File: src/rtl/uart_hex_rx_parser.sv
// uart_hex_rx_parser
//   Turns a stream of received ASCII hex characters into binary bytes. Two hex
//   digits, high nibble first, make one byte. A lone digit followed by a
//   separator becomes {4'h0, digit}. Assembled bytes are offered to a consumer
//   through a one-deep valid/ready output slot.
//
// Ports
//   clk          in   1  system clock
//   resetn       in   1  asynchronous, active-low reset
//   in_valid     in   1  one-cycle strobe, in_data valid
//   in_data      in   8  received ASCII character
//   out_valid    out  1  assembled byte available, held until accepted
//   out_ready    in   1  consumer accepts out_data when out_valid && out_ready
//   out_data     out  8  assembled byte
//   pending      out  1  high nibble stored, waiting for the second digit
//   err_char     out  1  one-cycle pulse, illegal character received
//   err_overrun  out  1  one-cycle pulse, completed byte dropped (slot full)
module uart_hex_rx_parser #(
  parameter int unsigned TIMEOUT_CYCLES = 1_200_000
) (
  input  logic       clk,
  input  logic       resetn,
  input  logic       in_valid,
  input  logic [7:0] in_data,
  output logic       out_valid,
  input  logic       out_ready,
  output logic [7:0] out_data,
  output logic       pending,
  output logic       err_char,
  output logic       err_overrun
);

  // A zero timeout disables the feature; keep a 1-bit counter so the vector stays legal.
  localparam int CNT_W = (TIMEOUT_CYCLES > 0) ? $clog2(TIMEOUT_CYCLES + 1) : 1;
  localparam logic [CNT_W-1:0] CNT_LAST =
    (TIMEOUT_CYCLES > 0) ? CNT_W'(TIMEOUT_CYCLES - 1) : '0;

  typedef enum logic {IDLE, HAVE_HI} state_t;

  state_t           r_state, w_state_nxt;
  logic [3:0]       r_hi, w_hi_nxt;
  logic [CNT_W-1:0] r_cnt, w_cnt_nxt;
  logic             w_emit;
  logic [7:0]       w_emit_byte;
  logic             w_err_char_nxt;
  logic             w_slot_free;
  logic             w_is_hex, w_is_sep;
  logic [3:0]       w_nib;
  logic [5:0]       w_class;

  logic             r_out_valid;
  logic [7:0]       r_out_data;
  logic             r_err_char;
  logic             r_err_overrun;

  // Returns {is_hex, is_sep, nibble}. For digits the low four ASCII bits are the
  // value; for both letter cases the low bits are 1..6, so adding 9 gives 10..15.
  function automatic logic [5:0] classify(input logic [7:0] c);
    logic       hex_digit, hex_upper, hex_lower, sep;
    logic [3:0] nib;
    hex_digit = (c >= 8'h30) && (c <= 8'h39);
    hex_upper = (c >= 8'h41) && (c <= 8'h46);
    hex_lower = (c >= 8'h61) && (c <= 8'h66);
    sep       = (c == 8'h20) || (c == 8'h0D) || (c == 8'h0A) || (c == 8'h2C);
    nib       = c[3:0] + ((hex_upper || hex_lower) ? 4'd9 : 4'd0);
    return {hex_digit || hex_upper || hex_lower, sep, nib};
  endfunction

  assign w_class  = classify(in_data);
  assign w_is_hex = w_class[5];
  assign w_is_sep = w_class[4];
  assign w_nib    = w_class[3:0];

  always_comb begin
    w_state_nxt    = r_state;
    w_hi_nxt       = r_hi;
    w_cnt_nxt      = r_cnt;
    w_emit         = 1'b0;
    w_emit_byte    = 8'h00;
    w_err_char_nxt = 1'b0;
    case (r_state)
      IDLE: begin
        if (in_valid) begin
          if (w_is_hex) begin
            w_hi_nxt    = w_nib;
            w_cnt_nxt   = '0;
            w_state_nxt = HAVE_HI;
          end else if (!w_is_sep) begin
            w_err_char_nxt = 1'b1;
          end
        end
      end
      HAVE_HI: begin
        // A character arriving on the timeout cycle still completes the byte.
        if (in_valid) begin
          w_state_nxt = IDLE;
          if (w_is_hex) begin
            w_emit      = 1'b1;
            w_emit_byte = {r_hi, w_nib};
          end else if (w_is_sep) begin
            w_emit      = 1'b1;
            w_emit_byte = {4'h0, r_hi};
          end else begin
            w_err_char_nxt = 1'b1;
          end
        end else if ((TIMEOUT_CYCLES != 0) && (r_cnt == CNT_LAST)) begin
          w_state_nxt = IDLE;
        end else if (r_cnt != {CNT_W{1'b1}}) begin
          w_cnt_nxt = r_cnt + 1'b1;
        end
      end
      default: w_state_nxt = IDLE;
    endcase
  end

  // The slot can take a new byte if it is empty or being drained this cycle.
  assign w_slot_free = !r_out_valid || out_ready;

  always_ff @(posedge clk or negedge resetn) begin
    if (!resetn) begin
      r_state       <= IDLE;
      r_hi          <= 4'h0;
      r_cnt         <= '0;
      r_out_valid   <= 1'b0;
      r_out_data    <= 8'h00;
      r_err_char    <= 1'b0;
      r_err_overrun <= 1'b0;
    end else begin
      r_state       <= w_state_nxt;
      r_hi          <= w_hi_nxt;
      r_cnt         <= w_cnt_nxt;
      r_err_char    <= w_err_char_nxt;
      r_err_overrun <= w_emit && !w_slot_free;
      if (w_emit && w_slot_free) begin
        r_out_data  <= w_emit_byte;
        r_out_valid <= 1'b1;
      end else if (out_ready) begin
        r_out_valid <= 1'b0;
      end
    end
  end

  assign out_valid   = r_out_valid;
  assign out_data    = r_out_data;
  assign pending     = (r_state == HAVE_HI);
  assign err_char    = r_err_char;
  assign err_overrun = r_err_overrun;

endmodule

File: config.mk
export PLATFORM = sky130hd
export DESIGN_NAME = uart_hex_rx_parser
export DESIGN_NICKNAME = d
export VERILOG_FILES = /design/src/rtl/uart_hex_rx_parser.sv
export SDC_FILE = /design/constraint.sdc
export NUM_CORES = 1
export LEC_CHECK = 0
export CORE_ASPECT_RATIO = 1.5
export CORE_UTILIZATION = 56
export CTS_CLUSTER_DIAMETER = 120
export DETAILED_ROUTE_END_ITERATION = 10
export PLACE_DENSITY = 0.8
export SETUP_SLACK_MARGIN = 0.3
export SLEW_MARGIN = 30
export SYNTH_ARGS = -nofsm -noshare
export SYNTH_HDL_FRONTEND = slang
export SYNTH_SLANG_ARGS = --single-unit
File: constraint.sdc
create_clock -name clk -period 2.7 [get_ports clk]
set_input_delay 0.405 -clock clk [delete_from_list [all_inputs] [get_ports clk]]
set_output_delay 0.405 -clock clk [all_outputs]
set_load 0.02 [all_outputs]
==> results.md, run 1 <==
* Status: finished, final reports clean
* Total Wirelength at 4929 um
* Syn Area/Cell at 9.490 um^2
* Maximum VDD drop at around 0.00042 V
* Die area at 4052 um^2
* Total power at around 1.3 mW
* Dominant cell type by area after synthesis: dfrtp_1
* #FFs+latches synth at 37
* Commonest non-fill, non-tap cell in the layout: dfrtp_1
* Reg clk slew, reported paths at about 0.080 ns
* IO Port Bufs at 23
* # DRC at 0
* DR vias/cell at ~6
* GRT busiest layer: met2
* Antenna Cells at 0
* R2r setup slk at about 0.32 ns
* Buf/Inv on CP at 2
* Cts bufs inserted at 5
* Routed length per instance at 15.85 um
* GRT met2 Usage at 50.13%
* Most frequent cells in the layout: 37 x dfrtp_1, 29 x nand2_1, 22 x clkdlybuf4s50_1
* DP Wirelength at between 3000 and 4000 um
* Filler instances at approximately 300
* Die height at 77.46 um
* Worst slew pin tran at just over 0.8 ns
* Commonest register cell after synthesis: dfrtp_1
* Final setup vio count at 0
* Final net count at ~280
* Final hold vios at 0
* Reg2reg path depth at 6
* Final ANT Viol Nets at 0
* Gr ovfl total at 0
* Top-level port count at 24
* GPL Wtd Cong at 0.9231
* Root buffer cell: clkbuf_8
* Iter 0 DRT Violations at 44
* Synth top area share at 43.56%
* Clock sink total at 37
* Arr. time, crit path at 2.57 ns
* Share of post-route cells with drive strength above 1 at roughly 18%
* Clock latency at the later pin of the worst-skew pair at 0.29 ns
* Sequential element share of the synthesized area at a little over two fifths
* Post-Syn Instances at between 200 and 250
* Critical Path Start Type: input pin
* Post-synth cell types at 53
* PD cells at 476.5 nW/um^2
* Max-Cap Viols at 0
* Crit path to: r_cnt[5]
* Slew headroom at between 40% and 50%
* Setup TNS at 0 ns
* Syn Nets at about 240
* Initial antenna violation count at 0
* Synthesized area at approximately 2100 um^2
* Slew Limit Fails at 0
* Met1 Use GR at 27.61%
* Fin crit period at about 2.4 ns
* R2R Path Start: r_cnt[13]
* CTS tree: done
* Die width at between 50 and 60 um
* Vias in the first global route at 1766
* Met3 Use GR at 4.706%
* Slowest-stage cell, CP: or3_2
* Post-place setup slack at 0.005213 ns
* R2r endpoint: r_cnt[5]
* Vias at between 1500 and 2000
* Core area at 3649 um^2
* Largest delay share family, worst path: simple AND/OR/NAND/NOR gates
* Hold buffers post-CTS at 0
* Number of H-tree levels at 2
* Fin crit share at approximately nine tenths
* Crit path kind: in -> reg
* Post-synth EDFFs at 0
* WHS at just under 0.2 ns
* Area contributors post-synth: dfrtp_1 44%, nand2_1 5.1%, a21oi_1 3.1%
* Total stage count of the critical path at 8
* Synth-to-layout area growth at 23.43%
* Initial core utilization at 58.26%
* Fmax achieved at between 0.4 and 0.5 GHz
* Largest net degree at the start of global routing at 38
* Crit end category: flop
* # rows at 27
* Async S/R FF share, synth at 100.0%
* 1st-pass router iterations at 4
* Synth Warn # at 0
* Worst Slack Setup Final at 0.3127 ns
* Unrepaired setup endpoints after global routing: yes
* Final core utilization at between 70% and 80%
* GRT Overall Usage at between 20% and 30%
* CTS Buffer Depth at 2
* Req. time, crit path at 2.89 ns
* Hold Crit Class: in -> async
* Crit. Startpoint: in_data[2]
* Critical Path Fanout Max at 12
* First-pass GRT wire length at 7928 um
* Biggest cell delay along the critical path at just over 0.5 ns
* Crit-path cells: clkdlybuf4s50_1 > or3_2 > a32o_2 > buf_4 > nand3b_2 > o21ai_2 > a31o_2 > and3_1
* Final Skew at roughly 0.008 ns
* LEAKAGE at between 1 and 1.5 nW
## cells by family (layout without fill, tap and decap cells)
logic type,count (synthesis),after routing,synth area share [%]
mux,4,4,1.942
compound gates,52,53,19.31
flops,37,37,43.56
xor+xnor,4,4,1.648
buf+inv,15,58,4.179
simple gates,109,109,27.60
fa+ha+maj,3,3,1.766
## synth_stat cells, types with 2 or more instances
library cell	count
nor4b_1	3
a311oi_1	2
a21oi_1	13
xor2_1	4
o21ai_0	6
a22oi_1	3
dfrtp_1	37
or4_1	3
o21ai_1	6
o31ai_1	4
buf_2	2
nor2b_1	2
clkbuf_1	2
mux2i_1	3
nor4_1	2
ha_1	3
nor2_1	16
o21ai_2	3
buf_6	4
nand2b_1	2
nand4_1	6
nand2_1	29
and3_1	10
or3_1	5
o21a_1	2
and2_1	2
nand3_1	11
inv_1	7
nor3_1	8
## how the worst min path moves through the flow
stage	cells past startpoint	slack (ns)	to
after floorplan	0	0.11	err_char
after global placement	2	0.46	out_data[6]
after detailed placement	2	0.48	out_data[4]
after CTS	1	0.22	out_valid
after global routing	1	0.25	out_valid
final	1	0.19	out_data[6]
## final cells by class
type | instances | area [um^2] | area share, %
Clock inverter | 3 | 21.27 | 0.8107
Multi-Input combinational cell | 173 | 1152 | 43.92
Sequential cell | 37 | 925.9 | 35.29
Timing Repair Buffer | 43 | 375.4 | 14.31
Tap cell | 43 | 53.80 | 2.051
Inverter | 7 | 26.28 | 1.001
Clock buffer | 5 | 68.82 | 2.623
## worst reg2reg max path: cells and delay by family (launching register included)
family	cells	cell delay (ns)
compound gates	3	1.15
simple gates	3	0.67
flops	1	0.45
## flip-flops by register name, indices dropped and copies added (netlist names)
name         count
err_overrun      1
pending          1
out_valid        1
err_char         1
out_data         8
r_hi             4
r_cnt           21
## timing repair
item	CTS	global route
endpoints found under the setup margin	0	12
setup buffers	0	1
gates resized for setup	0	4
## per-stage QoR
step	std cells	instance area (um^2)
after CTS	309	2575
after global routing	311	2624
final	311	2624
after global placement	301	2485
after detailed placement	301	2485
after floorplan	224	2126
## per-layer routing
metal  share of wire (%)  up-vias
met5                   0        -
met4                 1.8        0
met3                 2.3        9
met2                  56       41
met1                  40      896
li1                    -      923
## report_power, final
group	internal, mW	total [mW]	switching, mW
sequential	0.605	0.656	0.0505
clock	0.183	0.397	0.214
combinational	0.0932	0.198	0.104
No activity file was read; power rests on OpenSTA's default activity.
==> inputs of run 2 (changes only) <==
Settings changed: CORE_UTILIZATION 56 to 58, CTS_BUF_LIST set to sky130_fd_sc_hd__clkbuf_4, PLACE_DENSITY 0.8 to 0.82.
==> run 2 against run 1 <==
Against the previous run:
- wire length is 7.1% higher
- maximum frequency increased by 2.3%
- core utilization grew 4.3 points
- clock power is 23% lower
- register-to-register slack better by 0.11 ns
- first-iteration DRC count rose by 9.1%
- via count rose by 3.8%
- worst setup slack better by 0.055 ns
- combinational power grew 5%
- global-route usage up 2.2 points
- die area decreased by 3.3%
- largest cell class unchanged
==> results.md, run 2 (synthesis results as in run 1) <==
* Status: finished, final reports clean
* DR vias/cell at around 6.2
* Core area at 3448 um^2
* Final ANT Viol Nets at 0
* Initial core utilization at between 60% and 70%
* WHS at ~0.12 ns
* GPL Wtd Cong at between 0.9 and 1
* Critical Path Fanout Max at 14
* First-pass GRT wire length at 8349 um
* Post-place setup slack at -0.08313 ns
* # rows at 26
* Top-level port count at 24
* Req. time, crit path at 2.95 ns
* Crit path kind: in -> reg
* CTS tree: done
* Initial antenna violation count at 0
* CTS Buffer Depth at 2
* Share of post-route cells with drive strength above 1 at ~20%
* Routed length per instance at roughly 17 um
* Critical Path Start Type: input pin
* Fmax achieved at between 0.4 and 0.5 GHz
* Die width at roughly 50 um
* 1st-pass router iterations at 4
* LEAKAGE at 1.098 nW
* Largest Register: r_cnt
* IO Port Bufs at 23
* # DRC at 0
* Iter 0 DRT Violations at 48
* Most frequent cells in the layout: 37 x dfrtp_1, 29 x nand2_1, 22 x clkdlybuf4s50_1
* DP Wirelength at 3683 um
* Crit end category: flop
* Hold buffers post-CTS at 0
* GRT Overall Usage at about 29%
* Cts bufs inserted at 5
* Arr. time, crit path at ~2.6 ns
* Hold Crit Class: in -> async
* Max reg flops at 21
* Unrepaired setup endpoints after global routing: yes
* Total Wirelength at 5277 um
* Filler instances at ~260
* Slew headroom at 45.06%
* Commonest non-fill, non-tap cell in the layout: dfrtp_1
* Slew Limit Fails at 0
* PD cells at roughly 450 nW/um^2
* Fin crit share at a little under nine tenths
* Maximum VDD drop at between 0.0003 and 0.0004 V
* Root buffer cell: clkbuf_4
* Worst Slack Setup Final at approximately 0.37 ns
* Vias at roughly 1900
* Die height at 76.15 um
* Largest net degree at the start of global routing at 38
* Final setup vio count at 0
* Final net count at 284
* Number of H-tree levels at 2
* Max-Cap Viols at 0
* Worst slew pin tran at about 0.8 ns
* Synth-to-layout area growth at 23.60%
* Final hold vios at 0
* Vias in the first global route at between 1500 and 2000
* Clock latency at the later pin of the worst-skew pair at about 0.36 ns
* Reg clk slew, reported paths at 0.13 ns
* Die area at just under 4000 um^2
* Gr ovfl total at 0
* Final Skew at between 0.01 and 0.015 ns
* Antenna Cells at 0
* Clock sink total at 37
* Fin crit period at between 2 and 2.5 ns
run 2: where the power goes:
| group | internal [mW] | total, mW | switching, mW |
|---|---|---|---|
| logic | 0.0977 | 0.208 | 0.110 |
| registers | 0.605 | 0.657 | 0.0520 |
| clock network | 0.103 | 0.307 | 0.204 |
| total | 0.806 | 1.17 | 0.366 |
run 2: cell type report:
cell class	count	area (um^2)	area share (%)
Multi-Input combinational cell	173	1170	44.52
Tap cell	42	52.55	2.000
Sequential cell	37	925.9	35.24
Timing Repair Buffer	45	394.1	15.00
Inverter	7	26.28	1.000
Clock inverter	3	21.27	0.8095
Clock buffer	5	37.54	1.429
run 2: path summary, 6_finish.rpt:
check / to / cells after the start / slack [ns] / start
max in group asynchronous: r_cnt[6] / 1 / 2.05 / resetn
min in group clk: out_data[6] / 2 / 0.49 / out_data[6]
hold reg to reg: out_data[6] / 2 / 0.49 / out_data[6]
setup reg to reg: r_cnt[5] / 6 / 0.43 / r_cnt[0]
setup / recovery: r_cnt[5] / 8 / 0.37 / in_data[1]
hold / removal: err_char / 1 / 0.12 / resetn
run 2: layer usage:
metal / wire length [um] / share of wire [%] / track usage (%)
met1: 2003 / 38 / 31.67
met2: 2935 / 56 / 49.61
met3: 125 / 2.4 / 4.990
met4: 212 / 4.0 / 15.68
met5: 0 / 0 / 0
run 2: critical path: stages:
cell and delay (ns):
clkdlybuf4s50_1 0.50, or3_2 0.46, a32o_2 0.28, buf_4 0.20, nand3b_2 0.10, o21ai_2 0.17
a31o_2 0.30, and3_1 0.17
run 2: timing repair:
item / 4_1_cts / 5_1_grt
resized for setup: 0 / 7
buffers inserted: 0 / 1
setup endpoints to repair: 0 / 19
run 2: metrics by stage:
| step | std cells | utilization, % | TNS [ns] | power (mW) | cell area (um^2) |
|---|---|---|---|---|---|
| 3_5_place_dp | 302 | 72.53 | -0.6109 | 0.8657 | 2501 |
| 4_1_cts | 310 | 74.24 | 0 | 1.168 | 2560 |
| 2_1_floorplan | 224 | - | 0 | 0.7702 | 2126 |
| 5_1_grt | 312 | 76.20 | 0 | 1.223 | 2628 |
| 3_3_place_gp | 302 | 72.46 | -0.8467 | 0.8528 | 2499 |
| 6_report | 312 | 76.20 | 0 | 1.172 | 2628 |
